<file path="config.mk">
export PLATFORM = sky130hd
export DESIGN_NAME = twin_pair_serializer
export DESIGN_NICKNAME = d
export VERILOG_FILES = /design/src/rtl/twin_ser_pkg.sv /design/src/rtl/twin_pair_fifo.sv /design/src/rtl/twin_pair_serializer.sv
export SDC_FILE = /design/constraint.sdc
export NUM_CORES = 1
export LEC_CHECK = 0
export CELL_PAD_IN_SITES_DETAIL_PLACEMENT = 0
export CELL_PAD_IN_SITES_GLOBAL_PLACEMENT = 1
export CORE_ASPECT_RATIO = 1.2
export CORE_MARGIN = 2
export CORE_UTILIZATION = 44
export CTS_BUF_LIST = sky130_fd_sc_hd__clkbuf_16
export CTS_CLUSTER_DIAMETER = 30
export DETAILED_ROUTE_END_ITERATION = 10
export DONT_BUFFER_PORTS = 1
export GPL_TIMING_DRIVEN = 0
export PLACE_DENSITY_LB_ADDON = 0.08
export SYNTH_ARGS = -nofsm -noshare
export SYNTH_HDL_FRONTEND = slang
export SYNTH_SLANG_ARGS = --single-unit
</file>
<file path="constraint.sdc">
create_clock -name clk -period 2.1 [get_ports clk]
set_input_delay 0.105 -clock clk [delete_from_list [all_inputs] [get_ports clk]]
set_output_delay 0.105 -clock clk [all_outputs]
set_load 0.02 [all_outputs]
</file>
<file path="src/rtl/twin_ser_pkg.sv">
// twin_ser_pkg: shared types and defaults for the twin pair serializer.
// Build option: TWIN_SER_CHECKSUM_EN adds an XOR checksum word per frame.
package twin_ser_pkg;

  localparam int TWIN_SER_DW    = 8;
  localparam int TWIN_SER_DEPTH = 4;

`ifdef TWIN_SER_CHECKSUM_EN
  localparam int FRAME_LEN = 3;
`else
  localparam int FRAME_LEN = 2;
`endif

  typedef enum logic [1:0] {
    IDLE    = 2'd0,
    SEND_A  = 2'd1,
    SEND_B  = 2'd2,
    SEND_CK = 2'd3
  } state_t;

endpackage

</file>
<file path="src/rtl/twin_pair_fifo.sv">
// twin_pair_fifo: synchronous FIFO holding one register pair per entry.
// The read word is the current head (show-ahead); pop advances it.
module twin_pair_fifo
  import twin_ser_pkg::*;
#(
  parameter int WIDTH = 2 * TWIN_SER_DW,
  parameter int DEPTH = TWIN_SER_DEPTH
) (
  input  logic                     clk,
  input  logic                     rst,
  input  logic                     push,
  input  logic [WIDTH-1:0]         wdata,
  input  logic                     pop,
  output logic [WIDTH-1:0]         rdata,
  output logic [$clog2(DEPTH):0]   level,
  output logic                     full,
  output logic                     empty
);

  localparam int PW = $clog2(DEPTH);
  localparam int LW = PW + 1;
  localparam logic [LW-1:0] FULL_LVL = LW'(DEPTH);

  logic [WIDTH-1:0] mem [DEPTH];
  logic [PW-1:0]    wr_ptr;
  logic [PW-1:0]    rd_ptr;
  logic             do_push;
  logic             do_pop;

  assign full    = (level == FULL_LVL);
  assign empty   = (level == '0);
  assign do_push = push && !full;
  assign do_pop  = pop && !empty;
  assign rdata   = mem[rd_ptr];

  // Storage array; contents are don't-care after reset since level gates reads.
  always_ff @(posedge clk) begin
    if (do_push) begin
      mem[wr_ptr] <= wdata;
    end
  end

  // Pointers wrap naturally because DEPTH is a power of two.
  always_ff @(posedge clk or negedge rst) begin
    if (!rst) begin
      wr_ptr <= '0;
      rd_ptr <= '0;
    end else begin
      if (do_push) wr_ptr <= wr_ptr + 1'b1;
      if (do_pop)  rd_ptr <= rd_ptr + 1'b1;
    end
  end

  // Occupancy counter; simultaneous push and pop cancel out.
  always_ff @(posedge clk or negedge rst) begin
    if (!rst) begin
      level <= '0;
    end else begin
      case ({do_push, do_pop})
        2'b10:   level <= level + 1'b1;
        2'b01:   level <= level - 1'b1;
        default: level <= level;
      endcase
    end
  end

endmodule

</file>
<file path="src/rtl/twin_pair_serializer.sv">
// twin_pair_serializer: buffers (A, B) register pairs and streams them as
// A, B[, A^B] frames with out_last on the final word.
// Build option: TWIN_SER_CHECKSUM_EN appends the A^B checksum word.
//
//   state   | meaning
//   IDLE    | no frame in flight, waiting for a queued pair
//   SEND_A  | presenting first word (hold_a)
//   SEND_B  | presenting second word (hold_b)
//   SEND_CK | presenting checksum hold_a ^ hold_b (checksum build only)
module twin_pair_serializer
  import twin_ser_pkg::*;
#(
  parameter int DW    = TWIN_SER_DW,
  parameter int DEPTH = TWIN_SER_DEPTH
) (
  input  logic                   clk,
  input  logic                   rst,
  input  logic                   in_valid,
  output logic                   in_ready,
  input  logic [DW-1:0]          in_a,
  input  logic [DW-1:0]          in_b,
  output logic                   out_valid,
  input  logic                   out_ready,
  output logic [DW-1:0]          out_data,
  output logic                   out_last,
  output logic [$clog2(DEPTH):0] level
);

  localparam logic LAST_ON_B = (FRAME_LEN == 2);

  state_t          state;
  state_t          state_nx;
  logic [DW-1:0]   hold_a;
  logic [DW-1:0]   hold_b;
  logic [2*DW-1:0] head;
  logic            fifo_full;
  logic            fifo_empty;
  logic            push;
  logic            pop;
  logic            frame_done;
  logic [DW-1:0]   data_nx;
  logic            valid_nx;
  logic            last_nx;

  // No pass-through: readiness depends on the stored level only.
  assign in_ready = !fifo_full;
  assign push     = in_valid && in_ready;

  twin_pair_fifo #(
    .WIDTH (2 * DW),
    .DEPTH (DEPTH)
  ) u_fifo (
    .clk   (clk),
    .rst   (rst),
    .push  (push),
    .wdata ({in_a, in_b}),
    .pop   (pop),
    .rdata (head),
    .level (level),
    .full  (fifo_full),
    .empty (fifo_empty)
  );

  // Next state and next registered output values.
  always_comb begin
    state_nx   = state;
    pop        = 1'b0;
    frame_done = 1'b0;
    data_nx    = out_data;
    valid_nx   = out_valid;
    last_nx    = out_last;

    case (state)
      IDLE: begin
        valid_nx = 1'b0;
        last_nx  = 1'b0;
        if (!fifo_empty) begin
          pop      = 1'b1;
          state_nx = SEND_A;
          data_nx  = head[2*DW-1:DW];
          valid_nx = 1'b1;
        end
      end
      SEND_A: begin
        if (out_ready) begin
          state_nx = SEND_B;
          data_nx  = hold_b;
          last_nx  = LAST_ON_B;
        end
      end
      SEND_B: begin
        if (out_ready) begin
`ifdef TWIN_SER_CHECKSUM_EN
          state_nx = SEND_CK;
          data_nx  = hold_a ^ hold_b;
          last_nx  = 1'b1;
`else
          frame_done = 1'b1;
`endif
        end
      end
`ifdef TWIN_SER_CHECKSUM_EN
      SEND_CK: begin
        if (out_ready) begin
          frame_done = 1'b1;
        end
      end
`endif
      default: begin
        state_nx = IDLE;
        valid_nx = 1'b0;
        last_nx  = 1'b0;
      end
    endcase

    // End of frame: chain straight into the next pair so frames have no bubble.
    if (frame_done) begin
      if (!fifo_empty) begin
        pop      = 1'b1;
        state_nx = SEND_A;
        data_nx  = head[2*DW-1:DW];
        valid_nx = 1'b1;
        last_nx  = 1'b0;
      end else begin
        state_nx = IDLE;
        valid_nx = 1'b0;
        last_nx  = 1'b0;
      end
    end
  end

  // FSM state and registered output stream.
  always_ff @(posedge clk or negedge rst) begin
    if (!rst) begin
      state     <= IDLE;
      out_data  <= '0;
      out_valid <= 1'b0;
      out_last  <= 1'b0;
    end else begin
      state     <= state_nx;
      out_data  <= data_nx;
      out_valid <= valid_nx;
      out_last  <= last_nx;
    end
  end

  // Holding registers capture the head pair whenever it is popped.
  always_ff @(posedge clk or negedge rst) begin
    if (!rst) begin
      hold_a <= '0;
      hold_b <= '0;
    end else if (pop) begin
      hold_a <= head[2*DW-1:DW];
      hold_b <= head[DW-1:0];
    end
  end

endmodule

</file>
---- Yosys cells after proc, flatten, opt, wreduce, memory -nomap -nowiden ----
Memory sizes are Yosys's and may differ from the RTL's.
Cells that the tools add are included.
cells by class
  equality and inequality tests ........... 9
  $add $sub $neg .......................... 4
  reductions and logical operators ........ 11
  multiplexer cells ....................... 24
operators with widths
  kind                 count
  $mux 8               4
  $pmux 8 s2           1
  $mux 1               12
  $mux 2               3
  $ne 3x3->1 const B   2
  $pmux 2 s3           1
  $pmux 3 s2           1
  $add 2x1->2 const B  2
  $eq 2x1->1 const B   2
  $eq 2x2->1 const B   2
  $pmux 1 s2           2
  $add 3x1->3 const B  1
  $eq 3x3->1 const B   1
  $logic_and 1x1->1    3
  $logic_not 3->1      1
  $reduce_and 3->1     1
  $sub 3x1->3 const B  1
  $logic_not 1->1      2
  $logic_not 2->1      1
  $ne 2x1->1 const B   1
  $ne 2x2->1 const B   1
  $reduce_and 2->1     1
  $reduce_bool 2->1    1
  $reduce_or 2->1      1
storage, ports and cells
  output and inout bits ................... 14
  register bits ........................... 27
  memories ................................ 1
  memory bits (writable) .................. 64
  logic and storage cells ................. 57
memories
  memory      depth  bits a word  rd ports  clocked after memory_dff  wr ports  line                  source
  u_fifo.mem  4      16           1         0                         1         twin_pair_fifo.sv:24  logic [WIDTH-1:0] mem [DEPTH];

---- Logic depth before layout (Yosys ltp) ----
Gate-level depths: netlist of the first run.
  depth in word-level cells ............... 8
  mapped depth ............................ 9
  depth with buffers taken out ............ 9

---- Cells and area by module ----
From an unflattened synthesis of the first run, not the netlist that was laid out.
second synthesis, totals
  cells, all modules ...................... 188
  area, all modules ....................... 3659.8 um^2
by module, submodules not included
  module                instances  area each (um^2)  sequential area each (um^2)  cells each
  twin_pair_fifo        1          2775.2            2097.0                       121
  twin_pair_serializer  1          884.6             500.5                        67

---- Least setup slack after synthesis of the first run ----
OpenSTA, ideal clock, no wires.
  kind .................................... register -> register
  start point ............................. reg u_fifo.level[0]
  end point ............................... reg u_fifo.level[2]
  slack ................................... -0.235 ns
  path buffers ............................ 0
  data required time ...................... 2.020 ns
  clock period less this slack ............ 2.335 ns
  data arrival time ....................... 2.255 ns
  stages on the path, launching flop included .. 10
  cell sequence ........................... dfrtp_1 or3b_1 and2_4 inv_1 ha_1 inv_1 fa_1 xor2_1 nor2_1 xor2_1
RTL lines
  item                                             line                        source
  start: declaration                               twin_pair_fifo.sv:15        output logic [$clog2(DEPTH):0] level,
  start signal: assignment                         twin_pair_fifo.sv:60        2'b10: level <= level + 1'b1;
  start signal: assignment                         twin_pair_fifo.sv:61        2'b01: level <= level - 1'b1;
  start signal: assignment                         twin_pair_fifo.sv:62        default: level <= level;
  $eq 3x3->1 (*)                                   twin_pair_fifo.sv:30        assign full = (level == FULL_LVL);
  $logic_not 1->1 (*)                              twin_pair_serializer.sv:46  assign in_ready = !fifo_full;
  via in_ready                                     twin_pair_serializer.sv:19  output logic in_ready,
  $logic_and 1x1->1                                twin_pair_serializer.sv:47  assign push = in_valid && in_ready;
  $logic_and 1x1->1 (*)                            twin_pair_fifo.sv:32        assign do_push = push && !full;
  $eq 2x1->1 or $eq 2x2->1 (tied branches)         twin_pair_fifo.sv:59        case ({do_push, do_pop})
  $pmux 3 s2 or $reduce_bool 2->1 (tied branches)  -
The timed path passes the listed nets; every way through them passes the cells marked *.
A chain may end at the register's enable or synchronous reset.

---- Worst setup path in the final report of the first run ----
  start point ............................. reg u_fifo.level[1]
  end point ............................... reg u_fifo.level[2]
Same word-level chain as after synthesis.

==> impl_summary.txt, run 1 <==
----------------------------------------------------
[Route]
  Drt via density ... 5.22
  Initial DRT Pass Iterations ... 4
  Initial detailed-routing violation count ... 69
  Post-detailed-route count of antenna-violating nets ... 0
  Routed length per placed instance ... about 19 microns
  Total via count in the routed design ... 1905
  Routed Wire Length ... 6.76 mm
  Number of design rule violations left after detail routing ... 0

[Clock network]
  Number of buffers created by CTS ... 9
  Max Root-Sink Buffers ... 2
  Later-pin clock latency in the skew report ... 0.33 ns
  Root buf cell ... clkbuf_16
  Clock transition at the registers of the reported paths ... 0.06 ns
  CTS tree ... built
  Htree depth ... 3
  Clk sinks ... 91

[Job]
  Reported max-cap violation count ... 0

[Floorplan]
  Core outline area ... 8470 sq um
  Area enclosed by the die boundary ... a little over 9000 sq um
  Vertical die dimension ... 106 microns
  Number of core rows ... 37
  Initial cell density of the core ... 44.6%
  Horizontal extent of the die ... 88.6 microns
  Number of I/O pins ... 34

[Power]
  Power per Cell Area ... 1530 nW/um^2
  Total power consumption of the routed design ... 0.00684 W
  P_leak ... around 1.6 nW
  Worst vdd ir ... between 0.0006 and 0.0007 V

[Place]
  Gp weighted congestion ... around 0.77
  HPWL after detailed placement ... roughly 4.5 mm
  Cell total after placement ... 329
  Number of port buffers ... 0

[Logic synthesis]
  Synth cell count leaders ... 64 x edfxtp_1, 27 x dfrtp_1, 16 x mux4_2
  Unique cell type count in the Yosys netlist ... 33
  Fraction of the yosys area taken by sequential cells ... 68.8%
  Warnings, synthesis ... 0
  Total of flip-flops plus latches after synthesis ... just over 90
  Post-synthesis async set-or-reset flop share ... 29.7%
  Main synth FF type ... edfxtp_1
  Net Count, Synth ... around 240
  Post-synth EDFFs ... 64
  Count of mapped cells out of synthesis ... 212
  Cell type contributing the most total cell area after synthesis ... edfxtp_1
  Portion of synthesized cell area occupied by the leading cell type ... between 50% and 60%
  Combined area of all synthesized cells ... about 3800 sq um
  Most common cell in the netlist ... edfxtp_1
  Leading cell types by total area after synthesis ... edfxtp_1 51%, dfrtp_1 18%, mux4_2 9.5%, o32ai_2 3.4%, mux2_1 2.7%
  Syn_area_per_cell ... 17.8 sq um

[Global routing]
  Met1 track demand over resource ... 20.3%
  Met2 global-route usage ... 25.8%
  Global routing usage on met3 ... 4.15%
  Wire length of the first global-routing pass ... between 10 and 15 mm
  Most heavily used metal layer in global routing ... met2
  Maximum number of pins on one net before global-route repair ... 28
  Via count of the first global-routing pass ... 2015
  Congestion Overflow GR ... 0
  Number of antenna violations at the first check in global routing ... 0
  Global Route Usage Sum ... 16.1%

[Worst setup path]
  Setup Crit Path Kind ... reg2reg
  Worst setup slack for register-to-register paths ... -0.12 ns
  Reg2reg path depth ... 9
  Req. time, crit path ... 2.35 ns
  Worst Setup Start Kind ... register
  Endpoint class of the critical path ... register
  Data arrival time of the critical path ... roughly 2.5 ns
  Largest fanout of any net on the critical path ... 6

[Timing]
  Slew at the pin with the worst max-slew slack ... 0.917 ns
  Total setup violations reported at the end of the flow ... 1
  Final worst-path setup slack ... -0.116 ns
  Achievable Freq ... 451 MHz
  Endpoints failing hold ... 0
  Final critical-path share of the clock period ... 106%
  Time the worst path needs with I/O delays and setup ... 2.22 ns
  Setup total negative slack ... -0.116 ns
  Post-Route Hold Slack ... 0.134 ns
  Pins Over Slew Limit ... 0
  Skew final ... 0.00621 ns
  Rel. slew slack ... 38.9%
  Unrepaired setup endpoints after global routing ... yes

[Cells and area]
  Fraction of layout cells with a size suffix above 1 ... 24.6%
  Final Net Count ... 269
  Count of antenna diodes in the layout ... 0
  Final Instance Count excl. Fillers ... 365
  Area delta synth->final ... 18.4%

[Status]
  Violated checks ... setup timing
  Run status ... finished with violations

[Min path]
  Number of cells on the worst hold path ... 3
  Class of the most critical hold timing path ... in2reg

----------------------------------------------------
## final timing paths
| path | startpoint | end |
|---|---|---|
| max reg2reg | u_fifo.level[1] | u_fifo.level[2] |
| max in group asynchronous | rst | u_fifo.level[2] |
| min in group asynchronous | rst | u_fifo.rd_ptr[1] |
| max | u_fifo.level[1] | u_fifo.level[2] |
| min | in_valid | u_fifo.wr_ptr[0] |
| min reg2reg | hold_b[2] | hold_b[2] |
## report_power, final
part	switching, W	internal [W]
combinational	0.00115	0.00108
sequential	0.000422	0.00250
clock	0.000648	0.00104
## sequential cells by signal, indices dropped and copies added, names as in the netlist
signal / cells
hold_b: 8
out_data: 8
out_last: 1
out_valid: 1
state: 2
u_fifo.level: 3
u_fifo.mem: 64
u_fifo.rd_ptr: 2
u_fifo.wr_ptr: 2
## area by class of cell
type                            instances  area (sq um)
Fill cell                             687          4000
Sequential cell                        91          2600
Multi-Input combinational cell         95          1080
Clock buffer                            9           225
Timing Repair Buffer                   20           205
Tap cell                              117           146
Clock inverter                          7          91.3
Buffer                                 11          61.3
Inverter                               15          58.8
## cells by family (layout without fill, tap and decap cells)
logic type               after synthesis  count (layout)  synth area share, %
multiplexers                          25              25                 12.2
adder cells (fa/ha/maj)                6               6                 2.19
AND/OR/NAND/NOR                       45              45                 8.15
XOR/XNOR                               6               6                 1.39
AO/OA/AOI/OAI                         13              13                 4.17
flip-flops                            91              91                 68.8
buffers and inverters                 26              62                 3.11
## metal layers
layer  vias to the layer above  wire length [microns]
met5                         -                      0
met4                         0                    180
met3                        11                    267
met2                        35                   3510
met1                       968                   2800
li1                        891                      -
## stage by stage
step	cell area [sq um]	utilization [%]	worst slack (ns)
global route	4470	52.8	-0.258
floorplan	3800	-	-0.0248
detailed placement	3950	46.6	-0.166
CTS	4470	52.7	-0.141
finish	4470	52.8	-0.116
global placement	3950	46.6	-0.0855
## worst max-delay path: stages, from the launching register on
cell     delay (ns)
dfrtp_2        0.48
or3b_4         0.50
and2_4         0.18
inv_2          0.06
ha_4           0.12
inv_2          0.03
fa_2           0.32
xor2_1         0.14
nor2_1         0.15
xor2_1         0.15
## cell usage in the layout (no fill, tap or decap), types with 3 or more instances in the layout
master	n
and3_1	3
and4b_1	9
buf_2	4
clkbuf_1	4
clkbuf_16	9
dfrtp_1	24
dfrtp_2	3
dlygate4sd3_1	17
edfxtp_1	64
ha_1	4
inv_1	12
mux2_1	9
mux4_2	16
nand2_1	4
nor2_1	9
nor4_1	8
o32ai_2	8
xnor2_1	4
## timing repair
action                                  in CTS  in global routing
setup buffers                                2                  0
hold buffers                                18                  0
gates resized for setup                      0                  3
hold endpoints to repair                    91                  0
pin swaps                                    4                  3
endpoints found under the setup margin       2                 18
No activity file was read; power rests on OpenSTA's default activity.
==> inputs of run 2 (changes only) <==
Settings changed: CORE_UTILIZATION 44 to 25.
==> run 2 against run 1 <==
Net effect:
- the run still ends with setup timing left
- sequential share of layout area decreased by 1.2 points
- sequential cell count unchanged
- register-to-register slack improved by 0.03 ns
- final area increased by 2.1%
- worst hold slack got worse by 0.035 ns
- global-route usage decreased by 5.5 points
- utilization decreased by 22 points
- non-clock buffer count decreased by 1
- largest power group unchanged
- highest routed layer unchanged
==> impl_summary.txt, run 2 (synthesis gave the netlist of run 1 again) <==
----------------------------------------------------
[Status]
  Run status ... finished with violations
  Violated checks ... setup timing

[Route]
  Amount of wire on met3 after detailed routing ... 247 microns (-7.5%)
  Routed length per placed instance ... 17.4 microns (-5.9%)
  Routed Wire Length ... 7.85 mm (+16%)
  Post-detailed-route count of antenna-violating nets ... 0 (unchanged)
  Uppermost signal routing layer after detailed routing ... met4
  Number of design rule violations left after detail routing ... 0 (unchanged)
  Routed met2 length ... 4.05 mm (+16%)
  Initial detailed-routing violation count ... 83 (+20%)
  Total via count in the routed design ... 1878 (-1.4%)
  Initial DRT Pass Iterations ... 4 (unchanged)
  Drt via density ... 4.16 (-20%)
  Routed met1 length ... 3.46 mm (+23%)

[Timing]
  Total setup violations reported at the end of the flow ... 1 (unchanged)
  Pins Over Slew Limit ... 0 (unchanged)
  Post-Route Hold Slack ... 0.0992 ns (-0.0350 ns)
  Slew at the pin with the worst max-slew slack ... 0.851 ns (-0.0655 ns)
  Skew final ... 0.00558 ns (-0.000627 ns)
  Rel. slew slack ... 42.8% (+3.9 points)
  Unrepaired setup endpoints after global routing ... yes
  Achievable Freq ... 457 MHz (+1.2%)
  Final worst-path setup slack ... -0.0905 ns (+0.0253 ns)
  Final critical-path share of the clock period ... 104% (-1.2 points)
  Time the worst path needs with I/O delays and setup ... 2.19 ns (-0.0253 ns)
  Endpoints failing hold ... 0 (unchanged)

[Global routing]
  Wire length of the first global-routing pass ... 12.3 mm (+14%)
  Via count of the first global-routing pass ... 2152 (+6.8%)
  Number of antenna violations at the first check in global routing ... 0 (unchanged)
  Maximum number of pins on one net before global-route repair ... 28 (unchanged)
  Global Route Usage Sum ... 10.6% (-5.5 points)
  Congestion Overflow GR ... 0 (unchanged)

[Clock network]
  Htree depth ... 3 (unchanged)
  Root buf cell ... clkbuf_16
  Number of buffers created by CTS ... 9 (unchanged)
  Max Root-Sink Buffers ... 2 (unchanged)
  CTS tree ... built
  Clock transition at the registers of the reported paths ... 0.07 ns (about the same)
  Clk sinks ... 91 (unchanged)
  Later-pin clock latency in the skew report ... 0.33 ns (about the same)

[Job]
  Reported max-cap violation count ... 0 (unchanged)

[Floorplan]
  Initial cell density of the core ... 25.4% (-19 points)
  Number of I/O pins ... 34 (unchanged)
  Area enclosed by the die boundary ... 16100 sq um (+72%)
  Vertical die dimension ... 139 microns (+31%)
  Number of core rows ... 49 (+32%)
  Horizontal extent of the die ... 116 microns (+31%)
  Core outline area ... 14900 sq um (+76%)

[Place]
  Gp weighted congestion ... 0.660 (-14%)
  Number of port buffers ... 0 (unchanged)
  HPWL after detailed placement ... 5.26 mm (+17%)
  Cell total after placement ... 416 (+26%)
  Total placed instance area ... 4050 sq um (+2.8%)

[Worst setup path]
  Data arrival time of the critical path ... 2.45 ns (-0.02 ns)
  Delay-heaviest family, CP ... simple AND/OR/NAND/NOR gates
  Req. time, crit path ... 2.36 ns (about the same)
  Largest fanout of any net on the critical path ... 6 (unchanged)
  Critical-path cell with the highest stage delay ... dfrtp_2
  Cells traversed along the worst timing path ... or3b_4 > and2_4 > inv_2 > ha_4 > inv_2 > fa_2 > xor2_1 > nor2_1 > xor2_1
  Setup Crit Path Kind ... reg2reg
  Worst Setup Start Kind ... register
  Maximum single-stage delay on the critical path ... 0.49 ns (about the same)
  Endpoint class of the critical path ... register
  Buf+Inv Stages, Crit Path ... 2 (unchanged)

[Cells and area]
  Fraction of layout cells with a size suffix above 1 ... 26.7% (+2.1 points)
  Final Instance Count excl. Fillers ... 451 (+24%)
  Largest Register ... u_fifo.mem
  Commonest cells after routing, fill and taps aside ... 64 x edfxtp_1, 24 x dfrtp_1, 17 x dlygate4sd3_1, 16 x mux4_2, 11 x inv_1
  Largest register FFs ... 64 (unchanged)
  Biggest regs ... u_fifo.mem (64), hold_b (8), out_data (8)
  Final Net Count ... 268 (-0.37%)
  Count of antenna diodes in the layout ... 0 (unchanged)
  Most common library cell in the layout ignoring fill and taps ... edfxtp_1
  Post-layout utilization of the core ... 30.6% (-22 points)
  Area delta synth->final ... 20.8%
  Final instance area ... 4560 sq um (+2.1%)

[Min path]
  Class of the most critical hold timing path ... in2reg

[Power]
  Total power consumption of the routed design ... 0.00682 W (-0.20%)
  Worst vdd ir ... 0.000492 V (-21%)
  P_leak ... 1.63 nW (-0.34%)
  Power per Cell Area ... 1490 nW/um^2 (-2.2%)

----------------------------------------------------
[run 2: area by class of cell]
class,count,area [sq um]
inverters,15,58.8
repair buffers,19,198
clock inverters,7,75.1
clock buffers,9,225
well taps,204,255
fillers,1458,10300
flip-flops and latches,91,2600
multi-input cells,95,1090
plain buffers,11,61.3
[run 2: metrics by stage]
| stage | setup WS, ns | setup TNS, ns |
|---|---|---|
| after global routing | -0.187 | -0.210 |
| after floorplan | -0.0248 | -0.0248 |
| after CTS | -0.122 | -0.122 |
| after detailed placement | -0.131 | -1.15 |
| final | -0.0905 | -0.0905 |
| after global placement | -0.121 | -1.08 |
[run 2: tightest hold or removal path, cell delays in order]
cell	delay [ns]
and2_4	0.13
buf_4	0.11
xnor2_1	0.05
[run 2: metal layers]
metal	global-route usage, %	vias to the layer above
met3	2.75	6
li1	-	880
met1	13.2	966
met4	3.95	0
met5	0	-
met2	17.6	26
[run 2: power breakdown]
group | switching, W | leakage (nW) | internal [W]
logic | 0.00120 | 0.572 | 0.00109
clock network | 0.000683 | 0.150 | 0.000931
registers | 0.000429 | 0.907 | 0.00249
total | 0.00231 | 1.63 | 0.00451
[run 2: worst paths after layout]
check	start	endpoint	slack (ns)	cells after the start
worst min register to register	hold_b[6]	hold_b[6]	0.48	1
max in group asynchronous	rst	out_data[6]	1.72	2
min in group asynchronous	rst	out_last	0.21	2
worst min-delay path	in_valid	u_fifo.wr_ptr[0]	0.1	3
worst max register to register	u_fifo.level[1]	u_fifo.level[2]	-0.09	9
worst max-delay path	u_fifo.level[1]	u_fifo.level[2]	-0.09	9
[run 2: repair_timing]
item	in CTS	in global routing
gates resized for setup	2	6
setup endpoints to repair	18	35
pin swaps	4	2
hold buffers	18	0
hold endpoints to repair	91	0
buffers inserted	1	0
==> inputs of run 3 (changes only) <==
Settings changed: PLACE_DENSITY_LB_ADDON 0.08 to 0.15, SETUP_SLACK_MARGIN set to 0.1.
==> run 3 against run 2 <==
Net effect:
- the flow still finishes with violations (setup timing)
- sequential cell count unchanged
- non-clock buffer count decreased by 1
- worst hold slack got worse by 0.011 ns
- first-iteration DRC count decreased by 23%
- critical path depth unchanged
- setup slack improved by 0.0066 ns
- count of clock-buffer cells in the layout unchanged
- register-to-register slack about the same
- largest cell class unchanged
- highest routed layer unchanged
==> impl_summary.txt, run 3 (synthesis gave the netlist of run 1 again) <==
----------------------------------------------------
[Timing]
  Slew at the pin with the worst max-slew slack ... 0.837 ns (-0.0139 ns)
  Total setup violations reported at the end of the flow ... 1 (unchanged)
  Skew final ... 0.00859 ns (+0.00301 ns)
  Time the worst path needs with I/O delays and setup ... 2.18 ns (-0.00664 ns)
  Rel. slew slack ... 43.7% (+0.93 points)
  Endpoints failing hold ... 0 (unchanged)
  Achievable Freq ... 458 MHz (+0.30%)
  Final critical-path share of the clock period ... 104% (-0.32 points)
  Final worst-path setup slack ... -0.0839 ns (+0.00664 ns)
  Pins Over Slew Limit ... 0 (unchanged)
  Unrepaired setup endpoints after global routing ... yes
  Post-Route Hold Slack ... 0.0886 ns (-0.0106 ns)

[Floorplan]
  Vertical die dimension ... 139 microns (unchanged)
  Horizontal extent of the die ... 116 microns (unchanged)
  Number of core rows ... 49 (unchanged)
  Number of I/O pins ... 34 (unchanged)
  Area enclosed by the die boundary ... 16100 sq um (unchanged)
  Core outline area ... 14900 sq um (unchanged)
  Initial cell density of the core ... 25.4% (unchanged)

[Cells and area]
  Final Net Count ... 267 (-0.37%)
  Area delta synth->final ... 19.9%
  Fraction of layout cells with a size suffix above 1 ... 26.0% (-0.70 points)
  Count of antenna diodes in the layout ... 0 (unchanged)
  Filler Cell Count ... 1467 (+0.62%)
  Most common library cell in the layout ignoring fill and taps ... edfxtp_1
  Post-layout utilization of the core ... 30.4% (-0.22 points)
  Largest register FFs ... 64 (unchanged)
  Biggest regs ... u_fifo.mem (64), hold_b (8), out_data (8)
  Final Instance Count excl. Fillers ... 450 (-0.22%)
  Commonest cells after routing, fill and taps aside ... 64 x edfxtp_1, 24 x dfrtp_1, 17 x dlygate4sd3_1, 16 x mux4_2, 11 x inv_1
  Largest Register ... u_fifo.mem
  Final instance area ... 4530 sq um (-0.71%)

[Clock network]
  Clk sinks ... 91 (unchanged)
  Root buf cell ... clkbuf_16
  Max Root-Sink Buffers ... 2 (unchanged)
  CTS tree ... built
  Htree depth ... 3 (unchanged)
  Clock transition at the registers of the reported paths ... 0.07 ns (about the same)
  Later-pin clock latency in the skew report ... 0.34 ns (about the same)
  Number of buffers created by CTS ... 9 (unchanged)

[Status]
  Run status ... finished with violations
  Violated checks ... setup timing

[Power]
  P_leak ... 1.61 nW (-1.4%)
  Clock Power Share ... 22.5% (-1.2 points)
  P_sw ... 0.00230 W (-0.63%)
  Worst vdd ir ... 0.000383 V (-22%)
  Power per Cell Area ... 1470 nW/um^2 (-1.7%)
  Combinational share of power ... 33.1% (-0.4 points)
  Proportion of power drawn by flip-flops and latches ... 44.4% (+1.6 points)
  Power Internal ... 0.00436 W (-3.3%)
  Total power consumption of the routed design ... 0.00666 W (-2.4%)
  Switching Fraction ... 34.5% (+0.61 points)

[Route]
  Initial detailed-routing violation count ... 64 (-23%)
  Initial DRT Pass Iterations ... 6 (+2)
  Number of design rule violations left after detail routing ... 0 (unchanged)
  Routed Wire Length ... 7.80 mm (-0.73%)
  Drt via density ... 4.19 (+0.54%)
  Routed length per placed instance ... 17.3 microns (-0.51%)
  Post-detailed-route count of antenna-violating nets ... 0 (unchanged)
  Total via count in the routed design ... 1884 (+0.32%)

[Worst setup path]
  Endpoint class of the critical path ... register
  Req. time, crit path ... 2.36 ns (about the same)
  Setup Crit Path Kind ... reg2reg
  Data arrival time of the critical path ... 2.45 ns (about the same)
  Largest fanout of any net on the critical path ... 6 (unchanged)
  Worst Setup Start Kind ... register

[Global routing]
  Maximum number of pins on one net before global-route repair ... 28 (unchanged)
  Global Route Usage Sum ... 10.8% (+0.20 points)
  Congestion Overflow GR ... 0 (unchanged)
  Number of antenna violations at the first check in global routing ... 0 (unchanged)
  Via count of the first global-routing pass ... 2111 (-1.9%)
  Wire length of the first global-routing pass ... 12.5 mm (+1.5%)

[Min path]
  Class of the most critical hold timing path ... in2reg

[Place]
  HPWL after detailed placement ... 5.15 mm (-2.2%)
  Number of port buffers ... 0 (unchanged)
  Gp weighted congestion ... 0.703 (+6.5%)
  Total placed instance area ... 4050 sq um (unchanged)
  Cell total after placement ... 416 (unchanged)

[Job]
  Reported max-cap violation count ... 0 (unchanged)

----------------------------------------------------
[run 3: critical path: stages (launching register included)]
cell	delay [ns]
dfrtp_2	0.49
or3b_4	0.49
and2_4	0.17
inv_2	0.05
ha_4	0.13
inv_2	0.03
fa_2	0.33
xor2_1	0.14
nor2_1	0.12
xor2_1	0.14
[run 3: path summary, 6_finish.rpt]
check	slack, ns	endpoint	cells past startpoint	startpoint
max in group asynchronous	1.70	u_fifo.level[1]	2	rst
min in group asynchronous	0.23	state[1]	2	rst
worst min-delay path	0.09	u_fifo.wr_ptr[0]	3	in_valid
worst min register to register	0.48	hold_b[7]	1	hold_b[7]
worst max-delay path	-0.08	u_fifo.level[2]	9	u_fifo.level[1]
worst max register to register	-0.08	u_fifo.level[2]	9	u_fifo.level[1]
[run 3: what timing repair did]
item,4_1_cts,5_1_grt
pin swaps,5,3
endpoints found under the setup margin,66,3
hold buffers,18,0
hold endpoints to repair,91,0
cloned,0,0
buffers inserted,1,0
resized for setup,4,2
[run 3: area by class of cell]
class	count	area [sq um]	share of cell area, %
Sequential cell	91	2600	57.4
Buffer	10	57.6	1.27
Timing Repair Buffer	19	198	4.36
Multi-Input combinational cell	95	1080	23.9
Tap cell	204	255	5.63
Clock inverter	7	50.0	1.10
Clock buffer	9	225	4.97
Inverter	15	58.8	1.30
[run 3: metrics by stage]
stage	TNS [ns]	setup slack, ns
after floorplan	-0.0248	-0.0248
after global placement	-0.113	-0.113
after detailed placement	-1.51	-0.123
after CTS	-0.104	-0.104
after global routing	-0.195	-0.187
final	-0.0839	-0.0839
[run 3: layer usage]
metal	up-vias	wire [microns]	part of all wire (%)	GRT usage, %
met2	26	4020	52	17.3
li1	885	-	-	-
met4	0	156	2.0	4.89
met5	-	0	0	0
met1	961	3360	43	13.6
met3	12	268	3.4	2.84
[run 3: power by group through the flow]
stage	Clock [W]	Sequential (W)	Combinational (W)
CTS	0.00155	0.00294	0.00232
global route	0.00163	0.00303	0.00249
global placement	0	0.00298	0.00223
finish	0.00150	0.00295	0.00221
detailed placement	0	0.00298	0.00225
floorplan	0	0.00285	0.00177
